==> config.mk <==
export PLATFORM = sky130hd
export DESIGN_NAME = vec_issue_ctrl_flat
export DESIGN_NICKNAME = d
export VERILOG_FILES = /design/src/rtl/vec_issue_ctrl_if.sv /design/src/rtl/vec_issue_ctrl.sv /design/src/flat_wrapper.sv
export SDC_FILE = /design/constraint.sdc
export NUM_CORES = 1
export LEC_CHECK = 0
export CORE_MARGIN = 2
export CORE_UTILIZATION = 48
export DETAILED_ROUTE_END_ITERATION = 16
export HOLD_SLACK_MARGIN = 0.06
export PLACE_DENSITY_LB_ADDON = 0.12
export SLEW_MARGIN = 20
export SYNTH_ARGS = -nofsm -noshare
export SYNTH_HDL_FRONTEND = slang
export SYNTH_SLANG_ARGS = --single-unit
==> constraint.sdc <==
create_clock -name clk -period 8.8 [get_ports clk]
set_clock_uncertainty 0.05 [all_clocks]
set_input_delay 1.32 -clock clk [delete_from_list [all_inputs] [get_ports clk]]
set_output_delay 1.32 -clock clk [all_outputs]
set_load 0.02 [all_outputs]
==> src/rtl/vec_issue_ctrl_if.sv <==
// Issue-control bundle: instruction queue head, unit status, writeback and issue outputs.
// Signal names mirror the controller's port list; master is the queue/unit side, slave the controller.
interface vec_issue_ctrl_if #(
  parameter int NUM_REGS   = 32,
  parameter int MVL        = 32,
  parameter int DATA_WIDTH = 32
);
  localparam int VW  = $clog2(NUM_REGS);
  localparam int VLW = $clog2(MVL) + 1;

  logic                  q_empty;
  logic                  setvl;
  logic                  load;
  logic                  store;
  logic                  iload;
  logic                  istore;
  logic                  alu_op;
  logic                  masked_op;
  logic [1:0]            esc;
  logic [VW-1:0]         src1;
  logic [VW-1:0]         src2;
  logic [VW-1:0]         dst;
  logic [DATA_WIDTH-1:0] vl_src;
  logic                  alu_busy;
  logic                  mem_busy;
  logic                  wb_valid;
  logic [VW-1:0]         wb_dst;

  logic                  stalling;
  logic                  alu_issue;
  logic                  mem_issue;
  logic [VW-1:0]         iss_src1;
  logic [VW-1:0]         iss_src2;
  logic [VW-1:0]         iss_dst;
  logic                  iss_masked;
  logic [VLW-1:0]        vl;
  logic [NUM_REGS-1:0]   sb_busy;
  logic [1:0]            dbg_state;

  // Handshake: the head is consumed in any cycle where q_empty=0 and stalling=0;
  // alu_issue/mem_issue are one-cycle pulses accepted unconditionally by a non-busy unit.
  modport master (
    output q_empty, setvl, load, store, iload, istore, alu_op, masked_op, esc,
           src1, src2, dst, vl_src, alu_busy, mem_busy, wb_valid, wb_dst,
    input  stalling, alu_issue, mem_issue, iss_src1, iss_src2, iss_dst, iss_masked,
           vl, sb_busy, dbg_state
  );

  modport slave (
    input  q_empty, setvl, load, store, iload, istore, alu_op, masked_op, esc,
           src1, src2, dst, vl_src, alu_busy, mem_busy, wb_valid, wb_dst,
    output stalling, alu_issue, mem_issue, iss_src1, iss_src2, iss_dst, iss_masked,
           vl, sb_busy, dbg_state
  );
endinterface

==> src/rtl/vec_issue_ctrl.sv <==
// Vector issue controller: scoreboarded in-order issue to ALU/memory units plus setvl drain FSM.
// Optional macro VEC_ISSUE_WB_BYPASS_EN lets a same-cycle writeback clear a hazard.
module vec_issue_ctrl #(
  parameter int NUM_REGS   = 32,
  parameter int MVL        = 32,
  parameter int DATA_WIDTH = 32
) (
  input  logic          clk,
  input  logic          rst,
  vec_issue_ctrl_if.slave bus
);
  localparam int VLW = $clog2(MVL) + 1;

  typedef enum logic [1:0] {
    ST_ISSUE = 2'd0,
    ST_DRAIN = 2'd1,
    ST_SETVL = 2'd2
  } state_t;

  state_t              state_q, state_d;
  logic [NUM_REGS-1:0] sb_q, sb_d;
  logic [VLW-1:0]      vl_q, vl_d;

  logic [NUM_REGS-1:0] wb_mask;
  logic [NUM_REGS-1:0] hz_view;
  logic                is_mem, is_alu, is_nop, writes_dst;
  logic                hazard, head_ok;
  logic                fire_alu, fire_mem, nop_take, consume;

  always_comb begin
    wb_mask = bus.wb_valid ? (NUM_REGS'(1) << bus.wb_dst) : '0;
`ifdef VEC_ISSUE_WB_BYPASS_EN
    hz_view = sb_q & ~wb_mask;
`else
    hz_view = sb_q;
`endif
    is_mem     = bus.load | bus.iload | bus.store | bus.istore;
    is_alu     = ~is_mem & bus.alu_op;
    is_nop     = ~(bus.setvl | is_mem | bus.alu_op);
    writes_dst = bus.load | bus.iload | is_alu;

    // dst is always checked: covers WAW and the data register of a store
    hazard = (~bus.esc[0] & hz_view[bus.src1]) |
             (~bus.esc[1] & hz_view[bus.src2]) |
             (bus.masked_op & hz_view[0]) |
             hz_view[bus.dst];

    head_ok  = rst & (state_q == ST_ISSUE) & ~bus.q_empty & ~bus.setvl;
    fire_mem = head_ok & is_mem & ~hazard & ~bus.mem_busy;
    fire_alu = head_ok & is_alu & ~hazard & ~bus.alu_busy;
    nop_take = head_ok & is_nop;
    consume  = fire_alu | fire_mem | nop_take | (rst & (state_q == ST_SETVL));
  end

  always_comb begin
    sb_d    = sb_q & ~wb_mask;
    // applied after the clear so a same-cycle set on the same bit wins
    if ((fire_alu | fire_mem) & writes_dst) sb_d[bus.dst] = 1'b1;

    state_d = state_q;
    vl_d    = vl_q;
    case (state_q)
      ST_ISSUE: if (~bus.q_empty & bus.setvl) state_d = ST_DRAIN;
      ST_DRAIN: begin
        if (bus.q_empty)                                            state_d = ST_ISSUE;
        else if ((sb_q == '0) & ~bus.alu_busy & ~bus.mem_busy)      state_d = ST_SETVL;
      end
      ST_SETVL: begin
        vl_d    = (bus.vl_src > DATA_WIDTH'(MVL)) ? VLW'(MVL) : VLW'(bus.vl_src);
        state_d = ST_ISSUE;
      end
      default:  state_d = ST_ISSUE;
    endcase
  end

  always_ff @(posedge clk or negedge rst) begin
    if (!rst) begin
      state_q <= ST_ISSUE;
      sb_q    <= '0;
      vl_q    <= VLW'(MVL);
    end else begin
      state_q <= state_d;
      sb_q    <= sb_d;
      vl_q    <= vl_d;
    end
  end

  assign bus.stalling   = rst & ~bus.q_empty & ~consume;
  assign bus.alu_issue  = fire_alu;
  assign bus.mem_issue  = fire_mem;
  assign bus.iss_src1   = (fire_alu | fire_mem) ? bus.src1 : '0;
  assign bus.iss_src2   = (fire_alu | fire_mem) ? bus.src2 : '0;
  assign bus.iss_dst    = (fire_alu | fire_mem) ? bus.dst  : '0;
  assign bus.iss_masked = (fire_alu | fire_mem) & bus.masked_op;
  assign bus.vl         = vl_q;
  assign bus.sb_busy    = sb_q;
  assign bus.dbg_state  = state_q;
endmodule

==> src/flat_wrapper.sv <==
// flat-port wrapper written by rule: the top's interface ports become plain ports
module vec_issue_ctrl_flat 
#(
  parameter int NUM_REGS   = 32,
  parameter int MVL        = 32,
  parameter int DATA_WIDTH = 32
)
  (clk, rst, bus_q_empty, bus_setvl, bus_load, bus_store, bus_iload, bus_istore, bus_alu_op, bus_masked_op, bus_esc, bus_src1, bus_src2, bus_dst, bus_vl_src, bus_alu_busy, bus_mem_busy, bus_wb_valid, bus_wb_dst, bus_stalling, bus_alu_issue, bus_mem_issue, bus_iss_src1, bus_iss_src2, bus_iss_dst, bus_iss_masked, bus_vl, bus_sb_busy, bus_dbg_state);
  vec_issue_ctrl_if #(.NUM_REGS(NUM_REGS), .MVL(MVL), .DATA_WIDTH(DATA_WIDTH)) bus_i ();
  input  logic clk;
  input  logic rst;
  input wire logic [$bits(bus_i.q_empty)-1:0] bus_q_empty;
  input wire logic [$bits(bus_i.setvl)-1:0] bus_setvl;
  input wire logic [$bits(bus_i.load)-1:0] bus_load;
  input wire logic [$bits(bus_i.store)-1:0] bus_store;
  input wire logic [$bits(bus_i.iload)-1:0] bus_iload;
  input wire logic [$bits(bus_i.istore)-1:0] bus_istore;
  input wire logic [$bits(bus_i.alu_op)-1:0] bus_alu_op;
  input wire logic [$bits(bus_i.masked_op)-1:0] bus_masked_op;
  input wire logic [$bits(bus_i.esc)-1:0] bus_esc;
  input wire logic [$bits(bus_i.src1)-1:0] bus_src1;
  input wire logic [$bits(bus_i.src2)-1:0] bus_src2;
  input wire logic [$bits(bus_i.dst)-1:0] bus_dst;
  input wire logic [$bits(bus_i.vl_src)-1:0] bus_vl_src;
  input wire logic [$bits(bus_i.alu_busy)-1:0] bus_alu_busy;
  input wire logic [$bits(bus_i.mem_busy)-1:0] bus_mem_busy;
  input wire logic [$bits(bus_i.wb_valid)-1:0] bus_wb_valid;
  input wire logic [$bits(bus_i.wb_dst)-1:0] bus_wb_dst;
  output wire logic [$bits(bus_i.stalling)-1:0] bus_stalling;
  output wire logic [$bits(bus_i.alu_issue)-1:0] bus_alu_issue;
  output wire logic [$bits(bus_i.mem_issue)-1:0] bus_mem_issue;
  output wire logic [$bits(bus_i.iss_src1)-1:0] bus_iss_src1;
  output wire logic [$bits(bus_i.iss_src2)-1:0] bus_iss_src2;
  output wire logic [$bits(bus_i.iss_dst)-1:0] bus_iss_dst;
  output wire logic [$bits(bus_i.iss_masked)-1:0] bus_iss_masked;
  output wire logic [$bits(bus_i.vl)-1:0] bus_vl;
  output wire logic [$bits(bus_i.sb_busy)-1:0] bus_sb_busy;
  output wire logic [$bits(bus_i.dbg_state)-1:0] bus_dbg_state;
  assign bus_i.q_empty = bus_q_empty;
  assign bus_i.setvl = bus_setvl;
  assign bus_i.load = bus_load;
  assign bus_i.store = bus_store;
  assign bus_i.iload = bus_iload;
  assign bus_i.istore = bus_istore;
  assign bus_i.alu_op = bus_alu_op;
  assign bus_i.masked_op = bus_masked_op;
  assign bus_i.esc = bus_esc;
  assign bus_i.src1 = bus_src1;
  assign bus_i.src2 = bus_src2;
  assign bus_i.dst = bus_dst;
  assign bus_i.vl_src = bus_vl_src;
  assign bus_i.alu_busy = bus_alu_busy;
  assign bus_i.mem_busy = bus_mem_busy;
  assign bus_i.wb_valid = bus_wb_valid;
  assign bus_i.wb_dst = bus_wb_dst;
  assign bus_stalling = bus_i.stalling;
  assign bus_alu_issue = bus_i.alu_issue;
  assign bus_mem_issue = bus_i.mem_issue;
  assign bus_iss_src1 = bus_i.iss_src1;
  assign bus_iss_src2 = bus_i.iss_src2;
  assign bus_iss_dst = bus_i.iss_dst;
  assign bus_iss_masked = bus_i.iss_masked;
  assign bus_vl = bus_i.vl;
  assign bus_sb_busy = bus_i.sb_busy;
  assign bus_dbg_state = bus_i.dbg_state;
  vec_issue_ctrl #(.NUM_REGS(NUM_REGS), .MVL(MVL), .DATA_WIDTH(DATA_WIDTH)) u_core (.clk(clk), .rst(rst), .bus(bus_i));
endmodule
==> flow_summary.yaml <==
outcome:
  outcome: "finished clean"
placement:
  dp_slack_ns: 2.555
  port_buffers: 125
  place_area_um2: 4373
  gp_congestion: 0.8899
  dp_cells: 505
  hpwl_um: 7852
logic_synthesis:
  synth.top_cell.area_share: 0.3078
  synth_largest_area_cell: "dfrtp_1"
  synth_cells: 325
  syn_area_per_cell_um2: 9.756
  async_flop_share: 1.000
  ys.flop_type: "dfrtp_1"
  synth_nets: 392
  synth_cell_type_count: 55
  ys_warn_count: 0
  seq_area_frac_synth: 0.3161
  synth_seq_cells: 40
  synth_edf_count: 0
  synthesis.area_um2: 3171
  synthTopCellsByArea: "dfrtp_1 (31%), mux4_2 (8.5%), nand3_1 (6.2%)"
timing:
  rsz0062_at_grt: "no"
  max_slew_margin: 0.2822
  finalSetupViolations: 0
  fmax_ghz: 0.1603
  hold_violations: 0
  setup_ws_ns: 2.563
  slew_violations: 0
  min_period_over_period: 0.7087
  worstMarginPinSlew_ns: 1.074
  fin_setup_tns_ns: 0
  finalCriticalPeriod_ns: 6.237
floorplanning:
  ios: 126
  die_y_um: 85.27
  dieArea_um2: 7271
  fp.dieW_um: 85.27
  start_util: 0.4965
  core-area_um2: 6386
  num_rows: 29
layout:
  regArea_um2: 1002
  instances_no_fill: 513
  final_common_cell: "clkdlybuf4s50_1"
  final_cell_mix: "clkdlybuf4s50_1 (124), nand3_1 (39), dfrtp_1 (39)"
  final_area_um2: 4461
  drive_gt1_frac: 0.1193
  nets: 502
  multiInputGateArea_um2: 2009
  syn2layout_area_growth_pct: 40.69
  final_util: 0.6985
  antenna_cells: 0
  fillers: 492
drt:
  ant_nets: 0
  firstDrtPassIters: 4
  via_count: 3338
  avgViaCountPerCell: 6.507
  routed_wl_um: 10610
  wl_per_cell_um: 20.67
  drt_iter0_markers: 234
  drc: 0
clock_network:
  cts-root-buf: "clkbuf_8"
  hold_buffers: 0
  cts.path.max_buffers: 2
  cts_tree: "yes"
  ctsResizeCount: 0
  clk_latency_ns: 0.30
  cts_sinks: 40
  clk_pin_slew_worst_paths_ns: 0.08
  cts_made_buffers: 5
  htree_levels: 2
  cts_setup_buffers: 0
power_and_ir_drop:
  worst_ir_drop_vdd_uv: 79.07
  power_density_nw_per_um2: 96.50
  p_leak_nw: 1.686
flow_run:
  max-cap-violations: 0
grt:
  gr-usage-all-layers: 0.2862
  grt_pass1_vias: 3208
  antenna_found_initial: 0
  grt_max_degree: 43
  grt-ovfl-total: 0
  grt_first_pass_wirelength_um: 16570
hold_path:
  worstHoldPathCells: 1
  hold_class: "reg2reg"
setup_path:
  worstPathMaxFanout: 17
  r2r_cells: 6
  worstSetupPathType: "in2out"
  cp.arrival_ns: 4.87
  start_kind: "input pin"
  end_kind: "primary output"
  cp_data_required_time_ns: 7.43
## final cells by class
class	instances	share of cell area
inverter	3	0.002525
sequential	40	0.2247
timing repair buffer	126	0.2811
clock inverter	3	0.004208
multi-input combinational	259	0.4505
clock buffer	5	0.01543
tap	77	0.02160
## path summary, 6_finish.rpt
path | endpoint | start | slack (ns)
setup reg to reg | u_core.bus.sb_busy[0] | u_core.bus.sb_busy[13] | 5.85
setup / recovery | bus_iss_dst[0] | bus_src2[1] | 2.56
hold reg to reg | u_core.bus.vl[0] | u_core.bus.vl[0] | 0.47
hold / removal | u_core.bus.vl[0] | u_core.bus.vl[0] | 0.47
max in group asynchronous | u_core.bus.vl[5] | rst | 7.29
min in group asynchronous | u_core.bus.sb_busy[16] | rst | 1.03
## stage by stage
stage	hold WS, ns	total power, W
2_1_floorplan	0.4897	0.0002508
3_3_place_gp	0.4392	0.0003085
3_5_place_dp	0.4490	0.0003106
4_1_cts	0.4714	0.0004290
5_1_grt	0.4868	0.0004478
6_report	0.4657	0.0004304
## per-layer routing
layer	global-route usage	up-vias	share of wire
li1	-	1495	-
met1	0.3809	1600	0.38
met2	0.4538	216	0.48
met3	0.06420	27	0.11
met4	0.1154	0	0.029
met5	0	-	0
## worst max-delay path, stage by stage
cell	delay [ns]
clkdlybuf4s50_1	0.80
mux4_1	0.62
mux2_2	0.27
a21oi_1	0.14
a2111oi_1	0.18
nor4b_4	0.68
and2_1	0.23
clkdlybuf4s50_1	0.61
## Yosys cell counts (all sizes together) (3+ instances only)
library cell	instances
a21oi	5
a22o	5
a31oi	3
and2	17
and3	3
buf	11
clkbuf	10
dfrtp	39
inv	3
mux2	3
mux2i	12
mux4	19
nand2	9
nand2b	3
nand3	39
nand3b	5
nand4	3
nor2	10
nor2b	6
nor3	6
nor3b	6
nor4	15
nor4b	3
o21ai	64
o22ai	3
## cells by family (layout without fill, tap and decap cells)
kind of cell | count (synthesis) | in the layout | synth area share
buffers and inverters | 26 | 137 | 0.05012
muxes | 34 | 34 | 0.1918
AOI/OAI and AO/OA | 91 | 91 | 0.1898
and+or+nand+nor | 134 | 134 | 0.2522
DFF | 40 | 40 | 0.3161
## flip-flops by register name (all words and copies together), names as in the netlist
name                  count
u_core.bus.sb_busy       32
u_core.bus.vl             6
u_core.bus.dbg_state      2
## power by group
part | internal, W | leakage (nW) | switching [W]
Clock | 0.0000553 | 0.0479 | 0.0000667
Combinational | 0.0000570 | 1.09 | 0.0000548
Sequential | 0.000188 | 0.552 | 0.00000869
Power figures use the tool's default switching activity.
